## src/rtl/fpnew_noncomp_wb.sv

```systemverilog
// fpnew_noncomp_wb: formats non-comp FP unit results into RF words through a 2-entry FIFO with sticky fflags.
module fpnew_noncomp_wb #(
  parameter int WIDTH    = 32,
  parameter int FLEN     = 32,
  parameter int TagWidth = 5
) (
  input  logic                clk_i,
  input  logic                rst_ni,
  input  logic [WIDTH-1:0]    in_result_i,
  input  logic [4:0]          in_status_i,
  input  logic                in_ext_bit_i,
  input  logic [9:0]          in_class_mask_i,
  input  logic                in_is_class_i,
  input  logic [TagWidth-1:0] in_tag_i,
  input  logic                in_valid_i,
  output logic                in_ready_o,
  input  logic                flush_i,
  output logic [FLEN-1:0]     out_data_o,
  output logic                out_int_o,
  output logic [TagWidth-1:0] out_tag_o,
  output logic                out_valid_o,
  input  logic                out_ready_i,
  output logic [4:0]          fflags_o,
  input  logic                fflags_clr_i,
  output logic                busy_o
);
  typedef struct packed {
    logic [FLEN-1:0]     data;
    logic                is_int;
    logic [TagWidth-1:0] tag;
    logic [4:0]          status;
  } entry_t;
  entry_t            mem [2];
  entry_t            in_entry, head;
  logic [FLEN-1:0]   boxed;
  logic              wr_ptr, rd_ptr, enq, deq;
  logic [1:0]        count, count_next;
  logic [4:0]        flags_next;
  always_comb begin
    boxed = {FLEN{in_ext_bit_i}};
    boxed[WIDTH-1:0] = in_result_i;
  end
  assign in_entry = {in_is_class_i ? FLEN'(in_class_mask_i) : boxed,
                     in_is_class_i | ~in_ext_bit_i, in_tag_i, in_status_i};
  assign head        = mem[rd_ptr];
  assign out_data_o  = head.data;
  assign out_int_o   = head.is_int;
  assign out_tag_o   = head.tag;
  assign out_valid_o = count != 2'd0;
  assign busy_o      = count != 2'd0;
  assign enq         = in_valid_i & in_ready_o;
  assign deq         = out_valid_o & out_ready_i;
  assign count_next  = flush_i ? 2'd0 : count + {1'b0, enq} - {1'b0, deq};
  // clear happens before the dequeued status is merged in; flushed entries never contribute
  assign flags_next  = (fflags_clr_i ? 5'd0 : fflags_o) | ((deq & ~flush_i) ? head.status : 5'd0);
  always_ff @(posedge clk_i or negedge rst_ni) begin
    if (!rst_ni) begin
      mem[0]     <= '0;
      mem[1]     <= '0;
      wr_ptr     <= 1'b0;
      rd_ptr     <= 1'b0;
      count      <= 2'd0;
      in_ready_o <= 1'b1;
      fflags_o   <= 5'd0;
    end else begin
      if (flush_i) begin
        wr_ptr <= 1'b0;
        rd_ptr <= 1'b0;
      end else begin
        if (enq) begin
          mem[wr_ptr] <= in_entry;
          wr_ptr      <= ~wr_ptr;
        end
        if (deq) rd_ptr <= ~rd_ptr;
      end
      count      <= count_next;
      in_ready_o <= count_next != 2'd2;
      fflags_o   <= flags_next;
    end
  end
endmodule

```

## config.mk

```make
export PLATFORM = sky130hd
export DESIGN_NAME = fpnew_noncomp_wb
export DESIGN_NICKNAME = d
export VERILOG_FILES = /design/src/rtl/fpnew_noncomp_wb.sv
export SDC_FILE = /design/constraint.sdc
export NUM_CORES = 1
export LEC_CHECK = 0
export BUFFER_PORTS_ARGS = -buffer_cell sky130_fd_sc_hd__buf_2
export CAP_MARGIN = 20
export CORE_MARGIN = 1
export CORE_UTILIZATION = 35
export CTS_BUF_LIST = sky130_fd_sc_hd__clkbuf_2 sky130_fd_sc_hd__clkbuf_4 sky130_fd_sc_hd__clkbuf_8
export DETAILED_ROUTE_END_ITERATION = 8
export PLACE_DENSITY = 0.67
export SETUP_SLACK_MARGIN = 0.02
export SLEW_MARGIN = 20
export SYNTH_ARGS = -nofsm -noshare
export SYNTH_HDL_FRONTEND = slang
export SYNTH_SLANG_ARGS = --single-unit
```

## constraint.sdc

```tcl
create_clock -name clk_i -period 2.9 [get_ports clk_i]
set_input_delay 0.145 -clock clk_i [delete_from_list [all_inputs] [get_ports clk_i]]
set_output_delay 0.145 -clock clk_i [all_outputs]
set_load 0.02 [all_outputs]
```

Word-level counts from Yosys, hierarchy flattened
Index checks and enable logic that the tools add are counted.
Cells by class
  $lt $le $gt $ge: 3
  reductions and logical operators: 5
  eq/ne operators: 1
  bitwise gates (word level): 11
  $add $sub $neg: 2
  muxes and demuxes: 14
Operators by type and width (count)
  43-bit 2-to-1 mux: 4
  86-bit bitwise mux: 1
  43-bit demux with 1-bit select: 1
  32-bit 2-to-1 mux: 1
  5-bit 2-to-1 mux: 2
  2-bit nonzero test: 3
  5-bit bitwise OR: 1
  2-bit >= comparator, second input constant: 2
  1-bit 2-to-1 mux: 4
  1-bit NOT: 4
  1-bit NOT with 2-bit output: 2
  1-bit AND: 3
  2-bit by 1-bit adder with 2-bit output: 1
  2-bit by 1-bit < comparator with 1-bit output, second input constant: 1
  2-bit 2-to-1 mux: 1
  2-bit != test, second input constant: 1
  2-bit AND reduction: 1
  2-bit by 1-bit subtractor with 2-bit output: 1
  1-bit logical AND: 1
  1-bit bitwise OR: 1
Word-level totals
  bits of input ports: 60
  output and inout port bits: 46
  bits in registers: 96
  word-level logic and storage cells: 49

Longest topological paths before layout
Gate-level depths: netlist of run 1.
  word-level depth: 6
  mapped depth: 7
  depth with buffers taken out: 7

Worst setup path after synthesis of run 1
OpenSTA, ideal clock, no wires.
  path kind: reg-to-reg
  start point: register count[1]
  end point: register in_ready_o
  path slack: 1.084 ns
  period minus slack after synthesis: 1.816 ns
  cell stages (with the launch flop): 8
  data required time: 2.812 ns
  setup time: 0.088 ns
  data arrival time: 1.728 ns
  buffers on the path: 0
  path through: dfrtp_1 > o21ai_1 > inv_1 > ha_1 > inv_1 > ha_1 > xnor3_1 > or3_1
Between the ends
  word-level cells in the longest chain between the ends: 5
  elaborated cells between the ends (all ways): 6
  those cells by class: add/sub (2); eq/ne (1); mux (1); bitwise (1); reduce/logical (1)
RTL lines
  start, declared: RTL line 37  | logic [1:0] count, count_next;
  start signal, assigned: RTL line 76  | count <= count_next;
  branches (longest 2 deep; another with 2-bit by 1-bit adder with 2-bit output)
  2-bit by 1-bit subtractor with 2-bit output (*): RTL line 53  | assign count_next = flush_i ? 2'd0 : count + {1'b0, enq} - {1'b0, deq};
  2-bit 2-to-1 mux (*): RTL line 53
  2-bit != test (*): RTL line 77  | in_ready_o <= count_next != 2'd2;
  end signal, assigned: RTL line 63  | in_ready_o <= 1'b1;
  end signal, assigned: RTL line 77
  end, declared: RTL line 16  | output logic in_ready_o,
Mark *: on every way between the ends.
A chain may end at the register's enable or synchronous reset.

Worst setup path after layout of run 1
Ends and elaborated chain as after synthesis.

==> results of run 1 <==
==> worst paths after layout <==
| kind | from | to | slack (ns) |
|---|---|---|---|
| max | count[1] | in_ready_o | 0.87 |
| min | in_tag_i[1] | mem[6] | 0.03 |
| max reg2reg | count[1] | in_ready_o | 0.87 |
| min reg2reg | mem[16] | mem[16] | 0.51 |
| max in group asynchronous | rst_ni | in_ready_o | 1.86 |
| min in group asynchronous | rst_ni | mem[72] | 0.31 |
==> report_power, final <==
| group | internal (mW) | switching (mW) |
|---|---|---|
| clock | 0.416 | 0.461 |
| combinational | 1.38 | 1.05 |
| sequential | 1.92 | 0.351 |
==> kinds of logic (layout without fill, tap and decap cells) <==
logic type      count (synthesis)  count (layout)  share of synthesized area [%]
compound gates                  8               8                           1.32
xor+xnor                        1               1                          0.468
fa+ha+maj                       2               2                          0.520
buf+inv                        29             141                           4.39
flops                          96              96                           49.9
mux                           140             140                           38.8
simple gates                   33              33                           4.55
==> area by class of cell <==
type                            count  share of cell area [%]
Clock inverter                      5                    1.00
Clock buffer                       11                    2.42
Multi-Input combinational cell    184                    38.4
Sequential cell                    96                    41.9
Tap cell                          176                    3.83
Inverter                            8                   0.523
Timing Repair Buffer              117                    11.9
==> state kept, by name, summed over array words and instances, names as in the netlist <==
name        count
fflags_o        5
mem            86
in_ready_o      1
rd_ptr          1
count           2
wr_ptr          1
==> Yosys cell counts (2+ instances only) <==
library cell | count | share of area (%)
and2b_1 | 5 | 0.78
buf_2 | 4 | 0.42
buf_4 | 2 | 0.31
buf_6 | 12 | 2.8
clkbuf_1 | 3 | 0.23
dfrtp_1 | 95 | 49
ha_1 | 2 | 0.52
inv_1 | 8 | 0.62
mux2_2 | 55 | 13
mux2_4 | 80 | 25
mux2i_1 | 5 | 1.0
nor2_1 | 2 | 0.16
nor2b_1 | 19 | 2.5
o32ai_1 | 5 | 0.91
==> per-layer routing <==
| metal | routed length [microns] | part of all wire (%) | global-route usage [%] |
|---|---|---|---|
| met1 | 4300 | 46 | 18.4 |
| met2 | 4470 | 48 | 23.3 |
| met3 | 379 | 4.1 | 3.83 |
| met4 | 137 | 1.5 | 4.69 |
| met5 | 0 | 0 | 0 |
==> per-stage QoR <==
stage               total power [mW]  setup slack, ns  utilization [%]  hold WS, ns  instances
detailed placement              4.74            0.875             41.0        0.180        574
floorplan                       4.09             1.08                -       -0.151        309
finish                          5.58            0.866             43.0       0.0318        597
CTS                             5.68            0.842             43.0     0.000156        597
global placement                4.67            0.978             41.0        0.174        574
global route                    5.93            0.709             43.0      0.00513        597
==> worst register-to-register path, cell delays in order (launching register included) <==
cell	delay, ns
dfrtp_1	0.42
o21ai_1	0.36
inv_1	0.14
ha_1	0.30
inv_1	0.06
ha_1	0.15
xnor3_1	0.22
or3_1	0.31
==> timing repair <==
| action | in CTS | in global routing |
|---|---|---|
| endpoints found under the hold margin | 54 | 0 |
| hold buffers | 7 | 0 |
| resized for setup | 0 | 0 |
==> impl_metrics.json, run 1 <==
{
  "layout_commonest_cell": "buf_2",
  "p_per_area_nw_per_um2": 971,
  "end_kind": "flip-flop",
  "tritoncts": "built",
  "die_h_microns": 119,
  "placed_cell_area_sq_um": 5480,
  "drtIter0Drc": 85,
  "areaGrowthSynthToFinish_pct": 19.3,
  "vias_per_cell": 4.62,
  "dp_hpwl_microns": 6030,
  "grt_pass1_wl_microns": 15800,
  "syn-num-nets": 371,
  "final_cell_mix": "buf_2, dfrtp_1, mux2_4, mux2_2, nor2b_1",
  "synth_ff_type": "dfrtp_1",
  "drive_gt1_share_pct": 63.4,
  "yosysSeqAreaShare_pct": 49.9,
  "worstMarginPinSlew_ns": 0.691,
  "syn_avg_cell_area_sq_um": 15.6,
  "synth_edf_count": 0,
  "yosys_register_bits": 96,
  "diodes": 0,
  "grt_usage_pct": 14.3,
  "hold_viol_final": 0,
  "path_cells": "o21ai_1, inv_1, ha_1, inv_1, ha_1, xnor3_1, or3_1",
  "crit_cells": 7,
  "die_w_microns": 119,
  "required_ns": 3.20,
  "fp.dieArea_sq_um": 14200,
  "async_flop_share_pct": 100,
  "period_needed_ns": 2.03,
  "slew_headroom_pct": 53.9,
  "worstPathArrival_ns": 2.33,
  "rows": 42,
  "numCtsBuffers": 9,
  "grt_pass1_vias": 3057,
  "p_leak_nw": 2.75,
  "r2r_cells": 7,
  "cts_max_level": 3,
  "antenna_left": 0,
  "clkSinkCount": 96,
  "path_clk_slew_ns": 0.09,
  "drc": 0,
  "fin_skew_ns": 0.00531,
  "fmax_mhz": 492,
  "finalSetupTns_ns": 0,
  "period_share_pct": 70.2,
  "fillers": 1247,
  "path_buf_inv": 2,
  "nets": 478,
  "post_cts_buffers": 0,
  "routed_wl_microns": 9300,
  "grt_max_degree": 55,
  "outcome": "completed",
  "regArea_sq_um": 2400,
  "wl_per_cell_microns": 15.6,
  "worstHoldPathType": "in -> reg",
  "place_congestion": 0.691,
  "synth_cell_types": 26,
  "grt-ovfl-total": 0,
  "io_buffer_count": 105,
  "cpPeakStageDelay_ns": 0.42,
  "setup_viol": 0,
  "multiInputGateArea_sq_um": 2210,
  "maxSlewViolCount": 0,
  "worstSetupPathType": "reg -> reg",
  "rsz0062_at_grt": "no",
  "slowest_stage": "dfrtp_1",
  "synth_warnings": 0,
  "clock_latency_ns": 0.36,
  "crit_fanout": 6,
  "clk_path_buf_depth": 2,
  "critPathLaunchType": "flip-flop",
  "holdPathStages": 2,
  "crit_family": "adder cells",
  "start_util_pct": 36.1,
  "maxCapViolCount": 0,
  "coreArea_sq_um": 13300,
  "synthesis.instances": 309,
  "ioPinCount": 106,
  "cts_root_buffer": "clkbuf_8",
  "syn_area_sq_um": 4820,
  "vias": 2759,
  "ir_drop_mv": 0.505,
  "antenna_found_initial": 0,
  "first_pass_iters": 4,
  "final_area_sq_um": 5740
}
No activity file was read; power rests on OpenSTA's default activity.
==> run 2, diff against run 1 <==
--- a/config.mk
+++ b/config.mk
@@ -5,6 +5,7 @@
 export SDC_FILE = /design/constraint.sdc
 export NUM_CORES = 1
 export LEC_CHECK = 0
+export ABC_AREA = 1
 export BUFFER_PORTS_ARGS = -buffer_cell sky130_fd_sc_hd__buf_2
 export CAP_MARGIN = 20
 export CORE_MARGIN = 1
==> constraint.sdc (replaced) <==
create_clock -name clk_i -period 2.1 [get_ports clk_i]
set_input_delay 0.105 -clock clk_i [delete_from_list [all_inputs] [get_ports clk_i]]
set_output_delay 0.105 -clock clk_i [all_outputs]
set_load 0.02 [all_outputs]
==> run 2 against run 1 <==
Flip-flop and latch count stayed put. Final cell count is 48% higher. Total power is 32% higher. Synthesized cell count is 94% higher. Cell area is 1.1% lower. Wire length is 11% higher. Clock power is 46% higher. Hold slack worse by 0.017 ns. Critical path depth is 4 lower. Non-clock buffer count is 7 higher. Sequential share of layout area is 0.48 points higher. Largest power group unchanged.
==> impl_metrics.json, run 2 <==
{
  "place_congestion": 0.727,
  "numCtsBuffers": 9,
  "finalSetupTns_ns": 0,
  "drc": 0,
  "fillers": 1412,
  "synthTopCellsByCount": "nand2_1, dfrtp_1, inv_1",
  "areaGrowthSynthToFinish_pct": 19.4,
  "grt_max_degree": 54,
  "yosys_register_bits": 96,
  "ctsHoldBuffers": 11,
  "synth_edf_count": 0,
  "grt_pass1_wl_microns": 17600,
  "maxSlewViolCount": 0,
  "worstSetupPathType": "reg -> out",
  "required_ns": 2.00,
  "drtIter0Drc": 197,
  "antenna_left": 0,
  "outcome": "completed",
  "die_w_microns": 119,
  "critPathLaunchType": "flip-flop",
  "rsz0062_at_grt": "no",
  "wl_per_cell_microns": 11.7,
  "yosysSeqAreaShare_pct": 50.5,
  "cts_max_level": 3,
  "fp.dieArea_sq_um": 14100,
  "drive_gt1_share_pct": 26.3,
  "top_regs": "mem: 86 flops, fflags_o: 5 flops, count: 2 flops",
  "nets": 764,
  "worstMarginPinSlew_ns": 0.456,
  "end_kind": "primary output",
  "slew_headroom_pct": 69.6,
  "ioPinCount": 106,
  "period_share_pct": 79.5,
  "coreArea_sq_um": 13200,
  "tritoncts": "built",
  "ir_drop_mv": 0.454,
  "start_util_pct": 35.9,
  "p_leak_nw": 3.14,
  "syn_avg_cell_area_sq_um": 7.94,
  "syn-num-nets": 661,
  "syn_area_sq_um": 4760,
  "yosysTopAreaCellShare_pct": 50.0,
  "grt_pass1_vias": 3608,
  "synthesis.instances": 599,
  "synth_cell_types": 24,
  "fin_skew_ns": 0.00736,
  "timing.final.ws_setup_ns": 0.430,
  "post-place-ws_ns": 0.449,
  "dp_hpwl_microns": 6890,
  "crit_fanout": 33,
  "yosys-top-cells-area": "dfrtp_1, nand2_1, o21ai_2",
  "postCtsResizedCells": 0,
  "worstHoldPathType": "in -> reg",
  "vias": 3802,
  "yosysMostFrequentCell": "nand2_1",
  "rows": 42,
  "clock_latency_ns": 0.37,
  "reg2reg_slack_ns": 0.47,
  "async_flop_share_pct": 100,
  "hold_viol_final": 0,
  "p_per_area_nw_per_um2": 1300,
  "fmax_mhz": 599,
  "path_clk_slew_ns": 0.09,
  "die_h_microns": 119,
  "synth_warnings": 0,
  "maxCapViolCount": 0,
  "cts_root_buffer": "clkbuf_8",
  "post_cts_buffers": 0,
  "routed_wl_microns": 10300,
  "grt-ovfl-total": 0,
  "period_needed_ns": 1.67,
  "vias_per_cell": 4.31,
  "setup_viol": 0,
  "antenna_found_initial": 0,
  "diodes": 0,
  "clk_path_buf_depth": 2,
  "synth_ff_type": "dfrtp_1",
  "yosys.area.top_type": "dfrtp_1",
  "largest-register": "mem",
  "clkSinkCount": 96,
  "io_buffer_count": 105,
  "largest_register_ffs": 86,
  "worstPathArrival_ns": 1.57,
  "final_cell_mix": "nand2_1, buf_2, dfrtp_1, inv_1, o21ai_0",
  "grt_usage_pct": 16.0,
  "first_pass_iters": 4,
  "layout_commonest_cell": "nand2_1"
}
## run 2: cell types whose count changed in the layout (fill, tap and decap cells not counted), moves of 19 or more
cell     previous run  this run
inv_1               8        75
mux2_2             55         0
mux2_4             80         0
nand2_1             0       262
nor2_1              2        25
nor2b_1            19         0
o21ai_0             0        47
o21ai_2             0        40
## run 2: cell families after synthesis
logic type	after synthesis	share of synthesized area, %
AO/OA/AOI/OAI	87	12.3
adder cells (fa/ha/maj)	2	0.526
buffers and inverters	111	11.6
flip-flops	96	50.5
AND/OR/NAND/NOR	303	25.1
## run 2: path summary, 6_finish.rpt
kind | startpoint | end | cells past startpoint
setup / recovery | rd_ptr | out_data_o[10] | 3
hold / removal | in_tag_i[1] | mem[6] | 3
setup reg to reg | in_ready_o | mem[85] | 7
hold reg to reg | mem[30] | mem[30] | 2
max in group asynchronous | rst_ni | rd_ptr | 3
min in group asynchronous | rst_ni | fflags_o[3] | 2
## run 2: stage by stage
stage          hold WS [ns]  instances  cell area (sq um)  util [%]  total power, mW
2_1_floorplan        -0.191        599               4760         -             5.29
5_1_grt             0.00608        882               5680      42.9             7.97
3_3_place_gp        -0.0532        856               5360      40.5             6.11
3_5_place_dp        -0.0563        856               5360      40.5             6.17
4_1_cts             0.00217        882               5680      42.9             7.49
6_report             0.0152        882               5680      42.9             7.38
## run 2: layer usage
| metal | GRT usage, % | share of wire (%) | vias to the layer above |
|---|---|---|---|
| met2 | 24.6 | 44 | 84 |
| met3 | 3.28 | 4.4 | 14 |
| met4 | 6.80 | 1.8 | 0 |
| met5 | 0 | 0 | - |
| li1 | - | - | 2003 |
| met1 | 21.7 | 50 | 1701 |
## run 2: area by class of cell
class	count	area, sq um	share of cell area, %
Clock buffer	13	173	3.04
Clock inverter	2	37.5	0.661
Inverter	79	304	5.35
Multi-Input combinational cell	392	1800	31.8
Sequential cell	96	2400	42.4
Tap cell	176	220	3.88
Timing Repair Buffer	124	736	13.0
## run 2: worst max-delay path: stages (launching register included)
cell,delay [ns]
dfrtp_2,0.45
buf_4,0.25
o21ai_0,0.27
buf_2,0.22
## run 2: where the power goes
| group | switching, mW | internal, mW |
|---|---|---|
| Combinational | 2.02 | 1.07 |
| Clock | 0.628 | 0.656 |
| Sequential | 0.342 | 2.66 |
| Total | 2.99 | 4.39 |
==> run 3, diff against run 2 <==
--- a/config.mk
+++ b/config.mk
@@ -5,7 +5,7 @@
 export SDC_FILE = /design/constraint.sdc
 export NUM_CORES = 1
 export LEC_CHECK = 0
-export ABC_AREA = 1
+export ABC_AREA = 0
 export BUFFER_PORTS_ARGS = -buffer_cell sky130_fd_sc_hd__buf_2
 export CAP_MARGIN = 20
 export CORE_MARGIN = 1
==> constraint.sdc (replaced) <==
create_clock -name clk_i -period 1.7 [get_ports clk_i]
set_input_delay 0.085 -clock clk_i [delete_from_list [all_inputs] [get_ports clk_i]]
set_output_delay 0.085 -clock clk_i [all_outputs]
set_load 0.02 [all_outputs]
==> run 3 against run 2 <==
The flow now finishes with violations (negative setup slack). Clock power is 12% higher. Final cell count shrank 30%. Global-route usage fell by 1.4 points. Total power up 31%.
==> impl_metrics.json, run 3 (synthesis results as in run 1) <==
{
  "maxSlewViolCount": 0,
  "reg2reg_slack_ns": -0.02,
  "areaGrowthSynthToFinish_pct": 24.0,
  "numCtsBuffers": 9,
  "outcome": "finished with violations",
  "nets": 497,
  "layoutNonFillerInstCount": 616,
  "fmax_mhz": 582,
  "routed_wl_microns": 9640,
  "dp_hpwl_microns": 6170,
  "diodes": 0,
  "dp_cells": 581,
  "critPathLaunchType": "flip-flop",
  "clk_path_buf_depth": 2,
  "vias": 2875,
  "maxCapViolCount": 0,
  "grt_pass1_wl_microns": 15800,
  "wl_per_cell_microns": 15.6,
  "layout_commonest_cell": "buf_2",
  "p_per_area_nw_per_um2": 1630,
  "slew_headroom_pct": 67.8,
  "place_congestion": 0.662,
  "violations": "negative setup slack",
  "fp.dieArea_sq_um": 14200,
  "period_needed_ns": 1.72,
  "p_leak_nw": 2.85,
  "largest_register_ffs": 86,
  "fillers": 1206,
  "largest-register": "mem",
  "tritoncts": "built",
  "wl_met3_microns": 438,
  "required_ns": 1.99,
  "hold_viol_final": 0,
  "coreArea_sq_um": 13300,
  "vias_per_cell": 4.67,
  "period_share_pct": 101,
  "clock_latency_ns": 0.37,
  "setup_viol": 1,
  "final_cell_mix": "buf_2, dfrtp_1, mux2_4, mux2_2, nor2b_1",
  "antenna_left": 0,
  "drtIter0Drc": 71,
  "rsz0062_at_grt": "yes",
  "grt_max_degree": 43,
  "fin_skew_ns": 0.00775,
  "drive_gt1_share_pct": 65.0,
  "crit_fanout": 2,
  "drc": 0,
  "dr.max_layer_used": "met4",
  "ioPinCount": 106,
  "die_h_microns": 119,
  "first_pass_iters": 3,
  "worstMarginPinSlew_ns": 0.484,
  "antenna_found_initial": 0,
  "cts_root_buffer": "clkbuf_8",
  "path_clk_slew_ns": 0.09,
  "grt_usage_pct": 14.6,
  "rows": 42,
  "clkSinkCount": 96,
  "grt-ovfl-total": 0,
  "start_util_pct": 36.1,
  "cts_max_level": 3,
  "finalSetupTns_ns": -0.0170,
  "worstSetupPathType": "reg -> reg",
  "worstHoldPathType": "in -> reg",
  "wl_met1_microns": 4220,
  "grt_pass1_vias": 3081,
  "top_regs": "mem: 86 flops, fflags_o: 5 flops, count: 2 flops",
  "timing.final.ws_setup_ns": -0.0170,
  "ir_drop_mv": 0.632,
  "worstPathArrival_ns": 2.01,
  "die_w_microns": 119,
  "end_kind": "flip-flop",
  "io_buffer_count": 105,
  "met2_length_microns": 4820
}
==> run 3: cell types whose count changed in the layout (fill, tap and decap cells not counted), sizes merged, moves of 5 or more <==
cell	delta
nand2	-272
mux2	+135
o21ai	-86
inv	-71
nor2	-25
nor2b	+19
buf	+9
and2b	+5
mux2i	+5
o32ai	+5
==> run 3: worst max-delay path, stage by stage, from the launching register on <==
cell and delay [ns]:
dfrtp_1 0.41, o21ai_2 0.16, inv_2 0.08, ha_4 0.28, inv_4 0.03, ha_4 0.14
xnor3_1 0.19, or3_1 0.35
==> run 3: where the power goes <==
group	switching, mW	internal (mW)
registers	0.549	3.28
clock network	0.784	0.641
logic	1.91	2.54
==> run 3: timing repair <==
| action | CTS | global route |
|---|---|---|
| resized for setup | 0 | 10 |
| setup endpoints to repair | 1 | 4 |
| setup buffers | 5 | 0 |
| hold buffers | 14 | 0 |
| pin swaps | 1 | 4 |
| hold endpoints to repair | 105 | 0 |
==> run 3: final cells by class <==
type	instances	area, sq um	area share [%]
timing repair buffer	136	883	14.8
sequential	96	2400	40.3
inverter	8	32.5	0.545
tap	176	220	3.69
multi-input combinational	184	2250	37.6
clock buffer	13	166	2.79
clock inverter	3	17.5	0.293
==> run 3: through the flow <==
| stage | util (%) | area (sq um) | power, mW | hold slack [ns] | worst slack [ns] |
|---|---|---|---|---|---|
| 2_1_floorplan | - | 4820 | 6.98 | -0.211 | -0.0290 |
| 3_3_place_gp | 41.8 | 5570 | 8.04 | 0.0165 | 0.0441 |
| 3_5_place_dp | 41.8 | 5570 | 8.16 | 0.0324 | -0.0579 |
| 4_1_cts | 44.5 | 5930 | 9.74 | 0.0228 | -0.0364 |
| 5_1_grt | 44.7 | 5970 | 10.3 | 0.0256 | -0.0862 |
| 6_report | 44.7 | 5970 | 9.71 | 0.0582 | -0.0170 |
==> run 3: worst paths after layout <==
kind                                    from         end  cells after the start
worst max-delay path                count[1]  in_ready_o                      7
worst min-delay path            in_ext_bit_i     mem[53]                      3
worst max register to register      count[1]  in_ready_o                      7
worst min register to register       mem[41]     mem[41]                      1
max in group asynchronous             rst_ni  in_ready_o                      3
min in group asynchronous             rst_ni     mem[38]                      2
==> run 3: routing by layer <==
layer | vias to the layer above | track usage [%]
li1 | 1330 | -
met1 | 1471 | 17.2
met2 | 64 | 24.6
met3 | 10 | 4.31
met4 | 0 | 6.25
met5 | - | 0
